File: config.mk
export PLATFORM = sky130hd
export DESIGN_NAME = bf_program_buffer
export DESIGN_NICKNAME = d
export VERILOG_FILES = /design/src/rtl/bf_program_buffer.sv
export SDC_FILE = /design/constraint.sdc
export NUM_CORES = 1
export LEC_CHECK = 0
export ABC_AREA = 1
export CORE_MARGIN = 4
export CORE_UTILIZATION = 55
export DETAILED_ROUTE_END_ITERATION = 10
export HOLD_SLACK_MARGIN = 0.05
export PLACE_DENSITY_LB_ADDON = 0.15
export SYNTH_ARGS = -nofsm -noshare
export SYNTH_HDL_FRONTEND = slang
export SYNTH_SLANG_ARGS = --single-unit
File: constraint.sdc
create_clock -name clk -period 6 [get_ports clk]
set_input_delay 1.8 -clock clk [delete_from_list [all_inputs] [get_ports clk]]
set_output_delay 1.8 -clock clk [all_outputs]
set_load 0.005 [all_outputs]
File: src/rtl/bf_program_buffer.sv
// bf_program_buffer: Brainfuck program store fed by the keypad driver.
// Edit mode (run=0) appends or backspaces opcodes, keeping the loop-bracket
// nesting depth up to date. Each consumed symbol is acknowledged with a
// one-cycle sym_pull pulse. Execute mode (run=1) serves the interpreter a
// registered read port. Reads at or beyond prog_len return 0 (halt).
// Optional feature macro: BF_PROG_ECHO_EN adds the echo_valid/echo_code/echo_del
// stream that mirrors every accepted edit to the display driver.
module bf_program_buffer #(
    parameter int AW = 8
) (
    input  logic          clk,
    input  logic          resetn,
    input  logic          run,
    input  logic          clear,
    input  logic          sym_valid,
    input  logic          sym_cmd,
    input  logic [3:0]    sym_code,
    output logic          sym_pull,
    input  logic [AW-1:0] rd_addr,
    output logic [3:0]    rd_data,
    output logic [AW:0]   prog_len,
    output logic [AW:0]   depth,
    output logic          balanced,
    output logic          full,
    output logic          busy,
    output logic          err
`ifdef BF_PROG_ECHO_EN
    ,
    output logic          echo_valid,
    output logic [3:0]    echo_code,
    output logic          echo_del
`endif
);

    localparam int          DEPTH    = 2 ** AW;
    localparam logic [AW:0] DEPTH_L  = (AW + 1)'(DEPTH);
    localparam logic [AW:0] LEN_ONE  = (AW + 1)'(1);
    localparam logic [3:0]  CODE_LOL = 4'd7;
    localparam logic [3:0]  CODE_LOR = 4'd8;

    typedef enum logic [1:0] {
        IDLE      = 2'd0,
        DEL_RD    = 2'd1,
        DEL_UPD   = 2'd2,
        WAIT_DROP = 2'd3
    } state_t;

    state_t      state_reg, state_next;
    logic [AW:0] prog_len_reg, prog_len_next;
    logic [AW:0] depth_reg, depth_next;
    logic        pull_reg, pull_next;
    logic        err_reg, err_next;
    logic        clear_pend_reg, clear_pend_next;
    logic        wr_en;

    // Program RAM with a single registered read port shared by the
    // interpreter and the delete path.
    logic [3:0]    mem [DEPTH];
    logic [3:0]    mem_q_reg;
    logic          rd_valid_reg;
    logic [AW-1:0] port_addr;
    logic [AW:0]   last_idx;

    logic code_ok;
    logic append_ok;
    logic full_w;

    assign full_w    = (prog_len_reg == DEPTH_L);
    assign last_idx  = prog_len_reg - LEN_ONE;
    assign code_ok   = (sym_code >= 4'd1) && (sym_code <= 4'd10);
    // A closing bracket with nothing open would make the program unbalanced
    // in a way no later edit could repair, so it is refused up front.
    assign append_ok = code_ok && !full_w &&
                       !((sym_code == CODE_LOR) && (depth_reg == '0));
    // The delete path borrows the read port for one cycle to learn which
    // opcode it is about to drop.
    assign port_addr = (state_reg == DEL_RD) ? last_idx[AW-1:0] : rd_addr;

    // Next-state and next-value logic for the edit FSM.
    always_comb begin
        state_next      = state_reg;
        prog_len_next   = prog_len_reg;
        depth_next      = depth_reg;
        pull_next       = 1'b0;
        err_next        = 1'b0;
        clear_pend_next = clear_pend_reg;
        wr_en           = 1'b0;
        case (state_reg)
            IDLE: begin
                if (clear) begin
                    // Clear wins over a same-cycle edit; the symbol stays
                    // queued in the driver.
                    prog_len_next = '0;
                    depth_next    = '0;
                end else if (!run && sym_valid) begin
                    if (!sym_cmd) begin
                        pull_next  = 1'b1;
                        state_next = WAIT_DROP;
                        if (append_ok) begin
                            wr_en         = 1'b1;
                            prog_len_next = prog_len_reg + LEN_ONE;
                            if (sym_code == CODE_LOL) begin
                                depth_next = depth_reg + LEN_ONE;
                            end else if (sym_code == CODE_LOR) begin
                                depth_next = depth_reg - LEN_ONE;
                            end
                        end else begin
                            err_next = 1'b1;
                        end
                    end else if (prog_len_reg == '0) begin
                        // Backspace on an empty program is a harmless no-op.
                        pull_next  = 1'b1;
                        state_next = WAIT_DROP;
                    end else begin
                        state_next = DEL_RD;
                    end
                end
            end
            DEL_RD: begin
                if (clear) begin
                    clear_pend_next = 1'b1;
                end
                state_next = DEL_UPD;
            end
            DEL_UPD: begin
                if (clear) begin
                    clear_pend_next = 1'b1;
                end
                prog_len_next = last_idx;
                if (mem_q_reg == CODE_LOL) begin
                    depth_next = depth_reg - LEN_ONE;
                end else if (mem_q_reg == CODE_LOR) begin
                    depth_next = depth_reg + LEN_ONE;
                end
                pull_next  = 1'b1;
                state_next = WAIT_DROP;
            end
            WAIT_DROP: begin
                if (clear || clear_pend_reg) begin
                    prog_len_next   = '0;
                    depth_next      = '0;
                    clear_pend_next = 1'b0;
                end
                // Hold here until the driver drops "available" so the same
                // key is never consumed twice.
                if (!sym_valid) begin
                    state_next = IDLE;
                end
            end
            default: begin
                state_next = IDLE;
            end
        endcase
    end

    // State and bookkeeping registers.
    always_ff @(posedge clk or negedge resetn) begin
        if (!resetn) begin
            state_reg      <= IDLE;
            prog_len_reg   <= '0;
            depth_reg      <= '0;
            pull_reg       <= 1'b0;
            err_reg        <= 1'b0;
            clear_pend_reg <= 1'b0;
        end else begin
            state_reg      <= state_next;
            prog_len_reg   <= prog_len_next;
            depth_reg      <= depth_next;
            pull_reg       <= pull_next;
            err_reg        <= err_next;
            clear_pend_reg <= clear_pend_next;
        end
    end

    // RAM write port: appends land at the current end of program.
    always_ff @(posedge clk) begin
        if (wr_en) begin
            mem[prog_len_reg[AW-1:0]] <= sym_code;
        end
    end

    // RAM read port, kept reset-free so it maps onto block RAM.
    always_ff @(posedge clk) begin
        mem_q_reg <= mem[port_addr];
    end

    // Registered in-range flag that masks stale RAM contents to halt (0).
    always_ff @(posedge clk or negedge resetn) begin
        if (!resetn) begin
            rd_valid_reg <= 1'b0;
        end else begin
            rd_valid_reg <= ({1'b0, port_addr} < prog_len_reg);
        end
    end

    assign rd_data  = rd_valid_reg ? mem_q_reg : 4'd0;
    assign sym_pull = pull_reg;
    assign err      = err_reg;
    assign prog_len = prog_len_reg;
    assign depth    = depth_reg;
    assign balanced = (depth_reg == '0);
    assign full     = full_w;
    assign busy     = (state_reg != IDLE);

`ifdef BF_PROG_ECHO_EN
    logic       echo_valid_reg;
    logic [3:0] echo_code_reg;
    logic       echo_del_reg;

    // Mirror each successful append and each completed non-empty delete.
    always_ff @(posedge clk or negedge resetn) begin
        if (!resetn) begin
            echo_valid_reg <= 1'b0;
            echo_code_reg  <= 4'd0;
            echo_del_reg   <= 1'b0;
        end else begin
            echo_valid_reg <= wr_en || (state_reg == DEL_UPD);
            if (wr_en) begin
                echo_code_reg <= sym_code;
                echo_del_reg  <= 1'b0;
            end else if (state_reg == DEL_UPD) begin
                echo_code_reg <= mem_q_reg;
                echo_del_reg  <= 1'b1;
            end
        end
    end

    assign echo_valid = echo_valid_reg;
    assign echo_code  = echo_code_reg;
    assign echo_del   = echo_del_reg;
`endif

endmodule

Yosys cells after proc, flatten, opt, wreduce, memory -nomap -nowiden. Memories as Yosys holds them, arrays and structs flattened. A register that Yosys moved wholly into a read port is not among the register bits. Cells that the tools add are included.

Bits in writable memories: 1024. Memories kept: 1. Logic and storage cells: 96. Bits of input ports: 18. Flip-flop bits (word level): 24.

Memories: mem (words 256, bits a word 4, read ports 1, clocked after memory_dff 1, wr ports 1, RTL line 58) `logic [3:0] mem [DEPTH];`.

Multiplexer cells: 43. Magnitude comparators: 3. Reduce and logical (&&, ||, !) cells: 20. Equal/unequal tests: 18. $add $sub $neg: 4.

Operator list (count): 9-bit 2-to-1 mux (13); 9-bit one-hot mux with 3 select lines (2); 9-bit by 1-bit adder with 9-bit output, second input constant (2); 9-bit zero test (2); 1-bit 2-to-1 mux (18); 9-bit by 1-bit subtractor with 9-bit output, second input constant (2); 3-bit != test, second input constant (4); 2-bit 2-to-1 mux (5); 9-bit == test, second input constant (1); 8-bit by 9-bit less-than comparator with 1-bit output (1); 4-bit by 3-bit == test with 1-bit output, second input constant (2); 4-bit == test, second input constant (2); 8-bit 2-to-1 mux (1); 2-bit != test, second input constant (4); 2-bit one-hot mux with 4 select lines (1); 7-bit AND reduction (1); 3-bit AND reduction (2); 1-bit logical AND (5); 5-bit AND reduction (1); 2-bit == test, second input constant (2); 4-bit by 1-bit greater-or-equal comparator with 1-bit output, second input constant (1); 4-bit less-or-equal comparator, second input constant (1); 4-bit 2-to-1 mux (1); 4-bit != test, second input constant (1); 9 further kinds (13).

Depth between registers and ports, before layout. Gate-level depths: netlist of the first run.

Word-level depth: 11. Gate-level depth with buffers: 19. Depth with buffers taken out: 15.

Worst setup path before layout of the first run. No wires, ideal clock.

Kind: input-to-reg. Start: input sym_valid. End: memory mem[166][0], enable pin. Required time: 5686 ps. Setup time: 314 ps. Cell stages on the path: 11. Arrival time: 3277 ps. Path slack: 2409 ps. Buffers on the path: 1. Cells stage by stage: inv_1 nor2_1 inv_1 nor2_1 nand4_4 nor2_8 inv_4 nor3_4 nand2_4 buf_8 nor2_2.

Cells in the longest elaborated chain, start to end: 6.

RTL lines: from (decl) (RTL line 15) `input logic sym_valid,`; 1-bit logical AND (RTL line 95) `end else if (!run && sym_valid) begin`; 1-bit 2-to-1 mux (RTL line 95); 1-bit 2-to-1 mux (RTL line 90) `if (clear) begin`; 1-bit 2-to-1 mux (RTL line 88) `case (state_reg)`; 1-bit 2-to-1 mux (RTL line 177) `if (wr_en) begin`; 1-bit 2-to-1 mux (not written as such) (RTL line 178) `mem[prog_len_reg[AW-1:0]] <= sym_code;`; to (decl) (RTL line 58).

No other way between the ends.

Final worst setup path of the first run.
Start: register prog_len_reg[0], in the netlist prog_len[0]. End: output full.

Cells in the longest elaborated chain, start to end: 1.

RTL lines: from (decl) (RTL line 49) `logic [AW:0] prog_len_reg, prog_len_next;`; from (signal assigned) (RTL line 167) `prog_len_reg <= prog_len_next;`; 9-bit == test (RTL line 68) `assign full_w = (prog_len_reg == DEPTH_L);`; to (decl) (RTL line 24) `output logic full,`.

No other way between the ends.

==> impl_metrics.csv, run 1 <==
group,metric,value,unit
floorplan,initial_utilization,0.558,
sta,unrepaired_setup_endpoints_after_global_routing,"no",
hold_path,hold_path.class,"reg2reg",
sta,fmaxAchievable,202,MHz
placement,hpwl,72400,microns
synth,synthArstFlopShare,0.0228,
floorplan,die_x,303,microns
synth,yosys.area.top_type,"sky130_fd_sc_hd__edfxtp_1",
power,p_seq_frac,0.367,
synth,syn-instance-count,4767,
worst_setup_path,crit_path_start_kind,"flop",
sta,final_layout_setup_total_negative_slack,0,ps
sta,max_slew_margin,0.305,
worst_setup_path,timing.setup.critical_path_class,"reg2out",
synth,ys_types,49,
floorplan,io_pins,45,
synth,synth-warning-count,0,
routing,drt-pass1-iter-count,6,
global_route,first_pass_grt_wire_length,186000,microns
clock_network,clockRootBuffer,"sky130_fd_sc_hd__clkbuf_16",
finish,drive_above_1_share,0.0722,
synth,synth.avg_cell_area,10.0,sq um
power,power.leakage,0.0215,uW
power,clock_power_share,0.300,
sta,post-route-min-period,4950,ps
worst_setup_path,path_max_fanout,17,
finish,area_growth_syn_to_layout,10.4,%
routing,route.vias.total,33000,
routing,route.detailed.drc,0,
clock_network,cts-buffers-inserted,108,
sta,final_worst_path_period_share,0.825,
global_route,grt_remaining_overflow,0,
power,power.net_switching,8320,uW
power,comb_power_share,0.333,
power,internal-power,14200,uW
worst_setup_path,end_kind,"primary output",
sta,setup_viol,0,
finish,largest_register_ffs,1024,
synth,number_of_enable_flip_flop_cells_after_synthesis,1024,
clock_network,path_clk_slew,60,ps
synth,sequential_fraction_of_the_synthesis_area,0.657,
synth,flip_flop_cell_with_the_highest_count_after_synthesis,"sky130_fd_sc_hd__edfxtp_1",
placement,place.detailed.instances,5765,
power,power-per-cell-area,427,mW/mm^2
finish,design.final.nets,4769,
sta,finClkSkew,25.4,ps
sta,final_hold_viol_count,0,
floorplan,placeableCoreArea,0.0858,sq mm
global_route,grt_antenna_before_repair,3,
routing,routed_wire_length_per_instance,20.8,microns
synth,netlist_area,0.0479,sq mm
finish,layout.cells.non_filler,5962,
routing,antenna_violating_nets_post_route,0,
placement,gp_congestion,0.877,
clock_network,setup_repair_bufs_after_cts,0,
floorplan,fp.dieArea,0.0918,sq mm
worst_setup_path,required,4200,ps
job,max_cap_violations,0,
global_route,grt_use_total,0.271,
routing,avgViaCountPerCell,5.53,
routing,drt-initial-drc-count,3600,
placement,port_buffers,44,
global_route,grt_max_degree,162,
synth,ys_top_cells_by_area,"sky130_fd_sc_hd__edfxtp_1 (64%), sky130_fd_sc_hd__nand2_1 (10%), sky130_fd_sc_hd__nand3_1 (9.5%), sky130_fd_sc_hd__inv_1 (6.0%), sky130_fd_sc_hd__nor2_1 (1.9%)",
power,irDropWorstVdd,0.323,mV
clock_network,cts-htree-levels,3,
global_route,number_of_global_route_vias_before_repair,31500,
worst_setup_path,worstPathArrival,3150,ps
synth,post_synth_most_frequent_cells,"sky130_fd_sc_hd__nand2_1 (1307), sky130_fd_sc_hd__edfxtp_1 (1024), sky130_fd_sc_hd__nand3_1 (909)",
floorplan,placement_rows,107,
synth,synth_nets,4805,
floorplan,dieHeight,303,microns
status,run_status,"finished clean",
clock_network,insertion_delay,680,ps
power,sw_frac_of_total,0.369,
synth,ys_ff_latch,1052,
clock_network,hold_buffers,0,
routing,postRouteWirelength,124000,microns
clock_network,clk_path_buf_depth,3,
clock_network,cts.sink_count,1052,
clock_network,clock_tree_from_tritoncts,"done",
sta,worst_pin_slew,1040,ps
clock_network,cts-resized-gates,0,
synth,synth_most_common_cell,"sky130_fd_sc_hd__nand2_1",
synth,synth_top_area_frac,0.642,
sta,finalMaxSlewViolations,0,
[cell usage in the layout, fill, tap and decap left out, types with 11 or more instances in the layout]
| cell type | n |
|---|---|
| sky130_fd_sc_hd__nor2_2 | 35 |
| sky130_fd_sc_hd__inv_1 | 758 |
| sky130_fd_sc_hd__dfrtp_1 | 24 |
| sky130_fd_sc_hd__o21ai_0 | 47 |
| sky130_fd_sc_hd__ha_1 | 20 |
| sky130_fd_sc_hd__buf_4 | 51 |
| sky130_fd_sc_hd__nor3_1 | 11 |
| sky130_fd_sc_hd__clkdlybuf4s50_1 | 40 |
| sky130_fd_sc_hd__edfxtp_1 | 1024 |
| sky130_fd_sc_hd__clkbuf_16 | 109 |
| sky130_fd_sc_hd__o211ai_2 | 20 |
| sky130_fd_sc_hd__nor2_1 | 240 |
| sky130_fd_sc_hd__nand2_1 | 1303 |
| sky130_fd_sc_hd__clkbuf_1 | 15 |
| sky130_fd_sc_hd__clkinv_2 | 26 |
| sky130_fd_sc_hd__o211ai_1 | 14 |
| sky130_fd_sc_hd__xor2_1 | 11 |
| sky130_fd_sc_hd__buf_12 | 21 |
| sky130_fd_sc_hd__nand3_1 | 901 |
| sky130_fd_sc_hd__clkinv_1 | 18 |
| sky130_fd_sc_hd__bufinv_16 | 14 |
[worst max-delay path, stage by stage (launching register included)]
cell and delay (ps):
sky130_fd_sc_hd__dfrtp_1 540, sky130_fd_sc_hd__inv_2 200, sky130_fd_sc_hd__ha_1 310, sky130_fd_sc_hd__nand2_4 440, sky130_fd_sc_hd__inv_2 180, sky130_fd_sc_hd__nand3_2 190
sky130_fd_sc_hd__inv_1 110, sky130_fd_sc_hd__clkdlybuf4s50_1 500
[area by class of cell]
| class | instances | area, sq um |
|---|---|---|
| Clock inverter | 68 | 737 |
| Fill cell | 7100 | 33000 |
| Tap cell | 1144 | 1430 |
| Antenna cell | 1 | 2.50 |
| Clock buffer | 128 | 2840 |
| Inverter | 773 | 2920 |
| Timing Repair Buffer | 116 | 1260 |
| Sequential cell | 1052 | 31400 |
| Multi-Input combinational cell | 2680 | 12200 |
[layer usage]
metal	track usage	wire, microns	vias to the layer above
met5	0	30	-
met1	0.367	50100	15700
met2	0.437	57600	1441
met3	0.0595	11800	279
li1	-	-	15600
met4	0.0968	4760	4
[final timing paths]
kind / start / slack (ps) / depth (start not counted) / endpoint
worst max register to register: state_reg[1] / 1580 / 14 / mem_q_reg[1]
min in group asynchronous: resetn / 1510 / 2 / depth[2]
worst min-delay path: clear_pend_reg / 510 / 2 / clear_pend_reg
max in group asynchronous: resetn / 4160 / 2 / prog_len[6]
worst min register to register: clear_pend_reg / 510 / 2 / clear_pend_reg
worst max-delay path: prog_len[0] / 1050 / 7 / full
[logic make-up after synthesis]
kind of cell             share of synthesized area
AO/OA/AOI/OAI                               0.0166
XOR/XNOR                                   0.00256
adder cells (fa/ha/maj)                    0.00523
flip-flops                                   0.657
buffers and inverters                       0.0898
AND/OR/NAND/NOR                              0.229
[per-stage QoR]
stage / setup slack [ps] / util / total power (uW) / hold WS (ps) / instance area [sq um]
2_1_floorplan: 2410 / - / 13300 / 465 / 47900
3_3_place_gp: 1110 / 0.574 / 15800 / 487 / 49300
3_5_place_dp: 1000 / 0.574 / 15800 / 495 / 49300
4_1_cts: 1070 / 0.616 / 22500 / 509 / 52800
5_1_grt: 965 / 0.616 / 23600 / 553 / 52800
6_report: 1050 / 0.616 / 22600 / 514 / 52800
[power groups by stage]
stage / clock (uW) / sequential (uW) / combinational, uW
global route: 7180 / 8290 / 8160
CTS: 6830 / 8280 / 7420
finish: 6770 / 8280 / 7520
floorplan: 0 / 8360 / 4920
global placement: 0 / 8430 / 7380
detailed placement: 0 / 8430 / 7390
(Power assumes the default switching activity.)
==> run 2: changes to the inputs <==
==> constraint.sdc (replaced) <==
create_clock -name clk -period 4 [get_ports clk]
set_input_delay 1.2 -clock clk [delete_from_list [all_inputs] [get_ports clk]]
set_output_delay 1.2 -clock clk [all_outputs]
set_load 0.005 [all_outputs]
==> impl_metrics.csv, run 2 (same netlist as run 1, synthesis figures left out) <==
group,metric,value,unit
status,run_status,"finished clean",
power,p_seq_frac,0.367,
sta,finalMaxSlewViolations,0,
power,power.leakage,0.0218,uW
clock_network,cts-buffers-inserted,106,
finish,area_growth_syn_to_layout,11.4,%
floorplan,initial_utilization,0.558,
finish,reg_area,0.0314,sq mm
placement,cell_area_placed,0.0499,sq mm
routing,drt-pass1-iter-count,6,
routing,route.detailed.drc,0,
power,irDropWorstVdd,0.476,mV
global_route,grt_antenna_before_repair,0,
clock_network,cts.sink_count,1052,
clock_network,setup_repair_bufs_after_cts,0,
clock_network,clock_tree_from_tritoncts,"done",
finish,ant_cells,0,
placement,hpwl,76000,microns
sta,final_layout_setup_total_negative_slack,0,ps
worst_setup_path,cp_common_cell,"sky130_fd_sc_hd__inv_2",
floorplan,dieHeight,303,microns
global_route,grt_remaining_overflow,0,
finish,largest_register_ffs,1024,
worst_setup_path,required,2800,ps
hold_path,hold_path.class,"reg2reg",
worst_setup_path,worst_r2r_startpoint,"prog_len[0]",
finish,num-fill-cells,6948,
routing,antenna_violating_nets_post_route,0,
worst_setup_path,critical_path.n_buffers_inverters,4,
clock_network,hold_buffers,0,
global_route,number_of_global_route_vias_before_repair,31800,
worst_setup_path,crit_path_start_kind,"flop",
floorplan,die_x,303,microns
power,sw_frac_of_total,0.368,
routing,drt-initial-drc-count,3496,
sta,finalHoldWorstSlack,516,ps
sta,max_slew_margin,0.353,
routing,routed_wire_length_per_instance,20.7,microns
sta,final_hold_viol_count,0,
routing,route.vias.total,33100,
finish,mostFrequentLayoutCells,"sky130_fd_sc_hd__nand2_1 (1303), sky130_fd_sc_hd__edfxtp_1 (1024), sky130_fd_sc_hd__nand3_1 (901), sky130_fd_sc_hd__inv_1 (758), sky130_fd_sc_hd__nor2_1 (240)",
finish,mostFrequentLayoutCell,"sky130_fd_sc_hd__nand2_1",
finish,drive_above_1_share,0.0836,
placement,gp_congestion,0.864,
sta,worst_pin_slew,968,ps
hold_path,min_from,"clear_pend_reg",
sta,final_worst_path_period_share,0.969,
finish,design.final.nets,4832,
job,max_cap_violations,0,
floorplan,placement_rows,107,
global_route,first_pass_grt_wire_length,190000,microns
clock_network,cts-htree-levels,3,
global_route,grt_use_total,0.274,
clock_network,cts-resized-gates,0,
worst_setup_path,path_max_fanout,8,
worst_setup_path,regToRegEndpoint,"mem_q_reg[3]",
worst_setup_path,critical_path.cell_chain,"inv_2, ha_1, nand2_4, inv_2, nand3_2, inv_1, clkdlybuf4s50_1",
worst_setup_path,end_kind,"primary output",
worst_setup_path,timing.setup.critical_path_class,"reg2out",
power,comb_power_share,0.345,
sta,unrepaired_setup_endpoints_after_global_routing,"no",
placement,port_buffers,44,
sta,finClkSkew,27.3,ps
floorplan,placeableCoreArea,0.0858,sq mm
finish,layout.cell_area.non_filler,0.0533,sq mm
global_route,grt_max_degree,156,
power,power-per-cell-area,636,mW/mm^2
power,clock_power_share,0.287,
worst_setup_path,worst_r2r_path_depth,12,
sta,post-route-min-period,3880,ps
power,power.net_switching,12500,uW
routing,postRouteWirelength,125000,microns
hold_path,cell_count_of_the_worst_hold_path,2,
clock_network,clk_path_buf_depth,3,
finish,multiInputGateArea,0.0122,sq mm
clock_network,clockRootBuffer,"sky130_fd_sc_hd__clkbuf_16",
worst_setup_path,worstPathArrival,2680,ps
routing,avgViaCountPerCell,5.50,
clock_network,path_clk_slew,60,ps
worst_setup_path,crit_path_top_delay_cell,"sky130_fd_sc_hd__dfrtp_1",
worst_setup_path,reg2reg_slack,680,ps
floorplan,io_pins,45,
floorplan,fp.dieArea,0.0918,sq mm
sta,setup_viol,0,
hold_path,hold_end,"clear_pend_reg",
clock_network,insertion_delay,670,ps
sta,fmaxAchievable,258,MHz
worst_setup_path,critical_path.top_delay_family,"buffers and inverters",
worst_setup_path,critical-path-max-stage-delay,540,ps
power,internal-power,21400,uW
[run 2: worst max path at each step]
| stage | to | cells past startpoint | start |
|---|---|---|---|
| 3_5_place_dp | mem[171][2] | 12 | sym_valid |
| 5_1_grt | full | 7 | prog_len[1] |
| 4_1_cts | full | 7 | prog_len[1] |
| 6_report | full | 7 | prog_len[0] |
| 2_1_floorplan | mem[166][0] | 11 | sym_valid |
| 3_3_place_gp | mem[174][1] | 12 | sym_valid |
[run 2: cell type report]
| cell class | count | area share |
|---|---|---|
| well taps | 1144 | 0.0268 |
| inverters | 773 | 0.0547 |
| clock buffers | 124 | 0.0514 |
| repair buffers | 181 | 0.0358 |
| multi-input cells | 2680 | 0.229 |
| clock inverters | 72 | 0.0126 |
| flip-flops and latches | 1052 | 0.589 |
[run 2: routing by layer]
| layer | vias up | part of all wire | GRT usage |
|---|---|---|---|
| li1 | 15600 | - | - |
| met1 | 15800 | 0.41 | 0.380 |
| met2 | 1481 | 0.47 | 0.445 |
| met3 | 249 | 0.088 | 0.0473 |
| met4 | 0 | 0.034 | 0.0920 |
| met5 | - | 0 | 0 |
[run 2: metrics by stage]
stage | util | cells | setup slack, ps | total power (uW)
2_1_floorplan | - | 4767 | 1010 | 19900
3_3_place_gp | 0.582 | 5830 | 126 | 24200
3_5_place_dp | 0.582 | 5830 | 107 | 24200
4_1_cts | 0.621 | 6026 | 122 | 33900
5_1_grt | 0.621 | 6026 | 63.4 | 35500
6_report | 0.621 | 6026 | 123 | 33900
[run 2: power by group through the flow]
stage	Clock [uW]	Sequential, uW	Combinational [uW]
floorplan	0	12500	7390
finish	9740	12400	11700
global placement	0	12700	11500
detailed placement	0	12700	11500
CTS	9860	12400	11600
global route	10400	12400	12700
[run 2: worst reg2reg max path: cells and delay by family, from the launching register on]
kind / cells / cell delay (ps)
simple gates: 6 / 840
compound gates: 1 / 760
buf+inv: 3 / 660
flops: 1 / 540
fa+ha+maj: 1 / 280
xor+xnor: 1 / 180
